==> src/rtl/serial_transmitter.sv <==
// serial_transmitter: UART-style frame serializer (start, DATA_W bits LSB first, optional parity, stop).
// Optional even-parity bit before the stop bit is enabled by defining PARITY_EN.
module serial_transmitter #(
    parameter int DATA_W   = 8,
    parameter int BASE_DIV = 16
) (
    input  logic              clk,
    input  logic              reset,
    input  logic              en,
    input  logic              start,
    input  logic [DATA_W-1:0] word,
    input  logic [1:0]        F,
    output logic              data,
    output logic              busy,
    output logic              word_sent
);
    localparam int CW = $clog2(BASE_DIV * 8);
    localparam int BW = $clog2(DATA_W);

    typedef enum logic [2:0] {IDLE, START, DATA, PARITY, STOP} state_t;

    state_t            state_q, state_d;
    logic [CW-1:0]     cnt_q, cnt_d, last;
    logic [BW-1:0]     bit_q, bit_d;
    logic [DATA_W-1:0] sh_q, sh_d;
    logic [1:0]        f_q, f_d;
    logic              data_q, data_d, busy_q, busy_d, sent_q, sent_d;
`ifdef PARITY_EN
    logic              par_q, par_d;
`endif

    // Last divider count of the bit period chosen at accept time.
    assign last = CW'((BASE_DIV << f_q) - 1);

    // Next-state logic; with en low everything holds, including a pending word_sent pulse.
    always_comb begin
        state_d = state_q;
        cnt_d   = cnt_q;
        bit_d   = bit_q;
        sh_d    = sh_q;
        f_d     = f_q;
        data_d  = data_q;
        busy_d  = busy_q;
        sent_d  = sent_q;
`ifdef PARITY_EN
        par_d   = par_q;
`endif
        if (en) begin
            if (state_q == IDLE) begin
                if (start) begin
                    state_d = START;
                    cnt_d   = '0;
                    bit_d   = '0;
                    sh_d    = word;
                    f_d     = F;
                    data_d  = 1'b0;
                    busy_d  = 1'b1;
`ifdef PARITY_EN
                    par_d   = ^word;
`endif
                end
            end else if (cnt_q != last) begin
                cnt_d  = cnt_q + 1'b1;
                sent_d = (state_q == STOP) && (cnt_q == last - 1'b1);
            end else begin
                cnt_d = '0;
                case (state_q)
                    START: begin
                        state_d = DATA;
                        data_d  = sh_q[0];
                    end
                    DATA: begin
                        sh_d  = sh_q >> 1;
                        bit_d = bit_q + 1'b1;
                        if (bit_q == BW'(DATA_W - 1)) begin
                            bit_d = '0;
`ifdef PARITY_EN
                            state_d = PARITY;
                            data_d  = par_q;
`else
                            state_d = STOP;
                            data_d  = 1'b1;
`endif
                        end else begin
                            data_d = sh_d[0];
                        end
                    end
                    PARITY: begin
                        state_d = STOP;
                        data_d  = 1'b1;
                    end
                    default: begin
                        state_d = IDLE;
                        busy_d  = 1'b0;
                        sent_d  = 1'b0;
                        data_d  = 1'b1;
                    end
                endcase
            end
        end
    end

    // State registers; reset aborts any frame and returns the line high at once.
    always_ff @(posedge clk or posedge reset) begin
        if (reset) begin
            state_q <= IDLE;
            cnt_q   <= '0;
            bit_q   <= '0;
            sh_q    <= '0;
            f_q     <= '0;
            data_q  <= 1'b1;
            busy_q  <= 1'b0;
            sent_q  <= 1'b0;
`ifdef PARITY_EN
            par_q   <= 1'b0;
`endif
        end else begin
            state_q <= state_d;
            cnt_q   <= cnt_d;
            bit_q   <= bit_d;
            sh_q    <= sh_d;
            f_q     <= f_d;
            data_q  <= data_d;
            busy_q  <= busy_d;
            sent_q  <= sent_d;
`ifdef PARITY_EN
            par_q   <= par_d;
`endif
        end
    end

    assign data      = data_q;
    assign busy      = busy_q;
    assign word_sent = sent_q;
endmodule
==> config.mk <==
export PLATFORM = sky130hd
export DESIGN_NAME = serial_transmitter
export DESIGN_NICKNAME = d
export VERILOG_FILES = /design/src/rtl/serial_transmitter.sv
export SDC_FILE = /design/constraint.sdc
export NUM_CORES = 1
export LEC_CHECK = 0
export CAP_MARGIN = 20
export CORE_ASPECT_RATIO = 0.6
export CORE_UTILIZATION = 46
export DETAILED_ROUTE_END_ITERATION = 7
export HOLD_SLACK_MARGIN = 0.05
export PLACE_DENSITY = 0.8
export REMOVE_ABC_BUFFERS = 1
export SYNTH_ARGS = -nofsm -noshare
export SYNTH_HDL_FRONTEND = slang
export SYNTH_SLANG_ARGS = --single-unit
==> constraint.sdc <==
create_clock -name clk -period 2.2 [get_ports clk]
set_input_delay 0.33 -clock clk [delete_from_list [all_inputs] [get_ports clk]]
set_output_delay 0.33 -clock clk [all_outputs]
set_load 0.02 [all_outputs]
==> results.md <==
* R2R Path Start: cnt_q[4]
* Setup Viol. Count Final at 0
* Ys Warns at 0
* Outcome: complete, no violations
* Worst-Margin Slew at 0.427 ns
* Yosys cell types at 38
* Max VDD drop at 740 µV
* Wire per inst at 14.4 µm
* DRT iter0 DRCs at 53
* DRT antenna net count at 0
* Relative slew slack at 0.714
* Clock buffer count from CTS at 3
* Clock insertion delay at the later pin of the skew report at 0.27 ns
* Dpl hpwl at 2.38 mm
* Htree depth at 1
* Worst-path clk slew at 0.09 ns
* Post-Synthesis Cells at 152
* Setup Buffers After CTS at 0
* First-pass GRT wire length at 4.85 mm
* Via count at 1124
* Max FO, Critical Path at 8
* Total GRT Usage at 0.200
* Area after DPL at 1690 µm²
* Starting Density at 0.497
* Share of cells above drive strength 1 at 0.145
* Grt total ovfl at 0
* N_diodes at 0
* Max cap viols at 0
* Port Buf Inserts at 16
* Fmax at 474 MHz
* Tmin final at 2.11 ns
* Layout area overhead at 21.2%
* Worst setup EP type: flop
* Crit path arrival time at 2.26 ns
* CTS Sinks at 26
* HP Class: primary input to async pin
* DRC viols at 0
* Critical R2R Capture: sh_q[0]
* Vias in the first global route at 981
* Die area at 3400 µm²
* Die width at 74.6 µm
* RSZ-0062 raised after global routing: false
* R2R cell count at 6
* Register Area at 652 µm²
* Setup Crit Path Kind: flop to flop
* Initial antenna violation count at 0
* Drt pass-1 iters at 4
* TNS Setup at 0 ns
* Nets at 191
* CP Launch Type: flop
* Mapped cell area at 1450 µm²
* Synth Area per Inst at 9.57 µm²
* Layout Skew at 0.00645 ns
* Multi-input gate area at 734 µm²
* Tcrit/Tclk final at 0.958
* Fin. Hold Viols at 0
* Fill cell count at 248
* Worst EP required at 2.36 ns
* Fin area at 1760 µm²
* Maximum clock path buffer count at 2
* Pin count of the biggest net entering global routing at 17
* GPL Wtd Cong at 0.917
* Slew Viols, Final at 0
* Vias/cell at 5.25
* Flops & latches, synth at 26
* Worst reg2reg setup slack at 0.09 ns
* Overall routed net length at 3.09 mm
* Pleak at 0.784 nW
* Core area at 2930 µm²
* P per Cell Area at 1150 nW/µm²
* Most frequent cells in the layout: nand2_1, dfrtp_1, clkdlybuf4s50_1
* CTS tree: done
* Sequential element share of the synthesized area at 0.448
* Commonest non-fill, non-tap cell in the layout: nand2_1
* Std cell rows at 15
* I/O pins at 17
* Die Y at 45.5 µm
* Root buf cell: clkbuf_8
## synth_stat cells
cell / instances / area (µm²)
o311ai_1: 1 / 8.76
o21a_2: 1 / 8.76
nand4b_1: 1 / 8.76
nand2_1: 39 / 146
inv_1: 7 / 26.3
dfrtp_1: 25 / 626
nand3b_1: 1 / 7.51
o21ai_0: 7 / 35.0
or3_1: 2 / 12.5
clkbuf_1: 5 / 18.8
nor4_1: 1 / 6.26
xnor2_1: 2 / 17.5
o41ai_4: 1 / 27.5
ha_1: 4 / 50.1
nor3_1: 3 / 15.0
a2bb2o_4: 1 / 20.0
dfstp_2: 1 / 26.3
or2_2: 1 / 6.26
o2bb2ai_1: 1 / 8.76
and3_1: 1 / 6.26
mux2i_1: 1 / 10.0
o22ai_1: 1 / 6.26
a31o_1: 1 / 8.76
or2_1: 1 / 6.26
a31oi_1: 2 / 12.5
xor2_1: 3 / 26.3
nor2_2: 1 / 6.26
nor2_1: 10 / 37.5
o21ai_1: 2 / 10.0
a21oi_1: 1 / 5.00
mux2_4: 7 / 105
o2111ai_1: 1 / 8.76
o21a_1: 1 / 7.51
buf_6: 2 / 22.5
a2111oi_4: 1 / 27.5
a41oi_1: 1 / 8.76
o41ai_1: 2 / 17.5
nand3_1: 9 / 45.0
## final cells by class
class / count / area share
inverters: 7 / 0.0149
well taps: 42 / 0.0298
flip-flops and latches: 26 / 0.370
clock inverters: 1 / 0.0170
multi-input cells: 112 / 0.417
repair buffers: 23 / 0.128
clock buffers: 3 / 0.0234
## per-layer routing
| metal | track usage | vias up | share of wire |
|---|---|---|---|
| met5 | 0 | - | 0 |
| met4 | 0.0340 | 0 | 0.0032 |
| met3 | 0.0531 | 2 | 0.081 |
| met2 | 0.281 | 36 | 0.40 |
| met1 | 0.309 | 526 | 0.51 |
| li1 | - | 560 | - |
## state kept, by name, summed over array words and instances (netlist names)
signal	flops
cnt_q	7
sh_q	8
bit_q	3
state_q	3
f_q	2
busy	1
word_sent	1
data	1
## worst max-delay path, stage by stage (launching register included)
cell and delay [ns]:
dfrtp_1 0.44, or2_1 0.29, a2111oi_4 0.37, o21a_2 0.24, a31o_1 0.21, buf_12 0.15, mux2_4 0.30
## cell families after synthesis
family	count (synthesis)	synth area share
simple gates	70	0.209
flops	26	0.448
compound gates	25	0.152
buf+inv	14	0.0465
mux	8	0.0792
xor+xnor	5	0.0301
fa+ha+maj	4	0.0344
## through the flow
stage	hold WS, ns	total power [mW]	cells	utilization	setup slack [ns]
3_3_place_gp	0.469	1.59	210	0.577	0.164
2_1_floorplan	0.369	1.37	145	-	0.113
3_5_place_dp	0.458	1.63	210	0.577	0.0988
5_1_grt	0.384	2.16	214	0.602	0.00593
6_report	0.346	2.02	214	0.602	0.0914
4_1_cts	0.351	2.02	214	0.602	0.0766
## report_power, final
group / total [mW] / internal (mW) / leakage (nW) / switching [mW]
registers: 0.897 / 0.660 / 0.321 / 0.237
logic: 0.732 / 0.393 / 0.427 / 0.339
clock network: 0.391 / 0.243 / 0.0357 / 0.148
total: 2.02 / 1.30 / 0.784 / 0.723
## worst max-delay path by stage
| stage | from | endpoint | slack, ns | cells past startpoint |
|---|---|---|---|---|
| finish | cnt_q[4] | sh_q[0] | 0.09 | 6 |
| global route | cnt_q[4] | sh_q[1] | 0.006 | 6 |
| CTS | cnt_q[4] | sh_q[1] | 0.08 | 6 |
| detailed placement | cnt_q[4] | sh_q[1] | 0.1 | 6 |
| global placement | start | sh_q[6] | 0.16 | 6 |
| floorplan | cnt_q[4] | sh_q[0] | 0.11 | 5 |
## timing repair
| action | 4_1_cts | 5_1_grt |
|---|---|---|
| endpoints found under the setup margin | 0 | 7 |
| gates resized for setup | 0 | 0 |
| hold buffers | 0 | 0 |
Note: power is estimated with default switching activity, not from simulation.
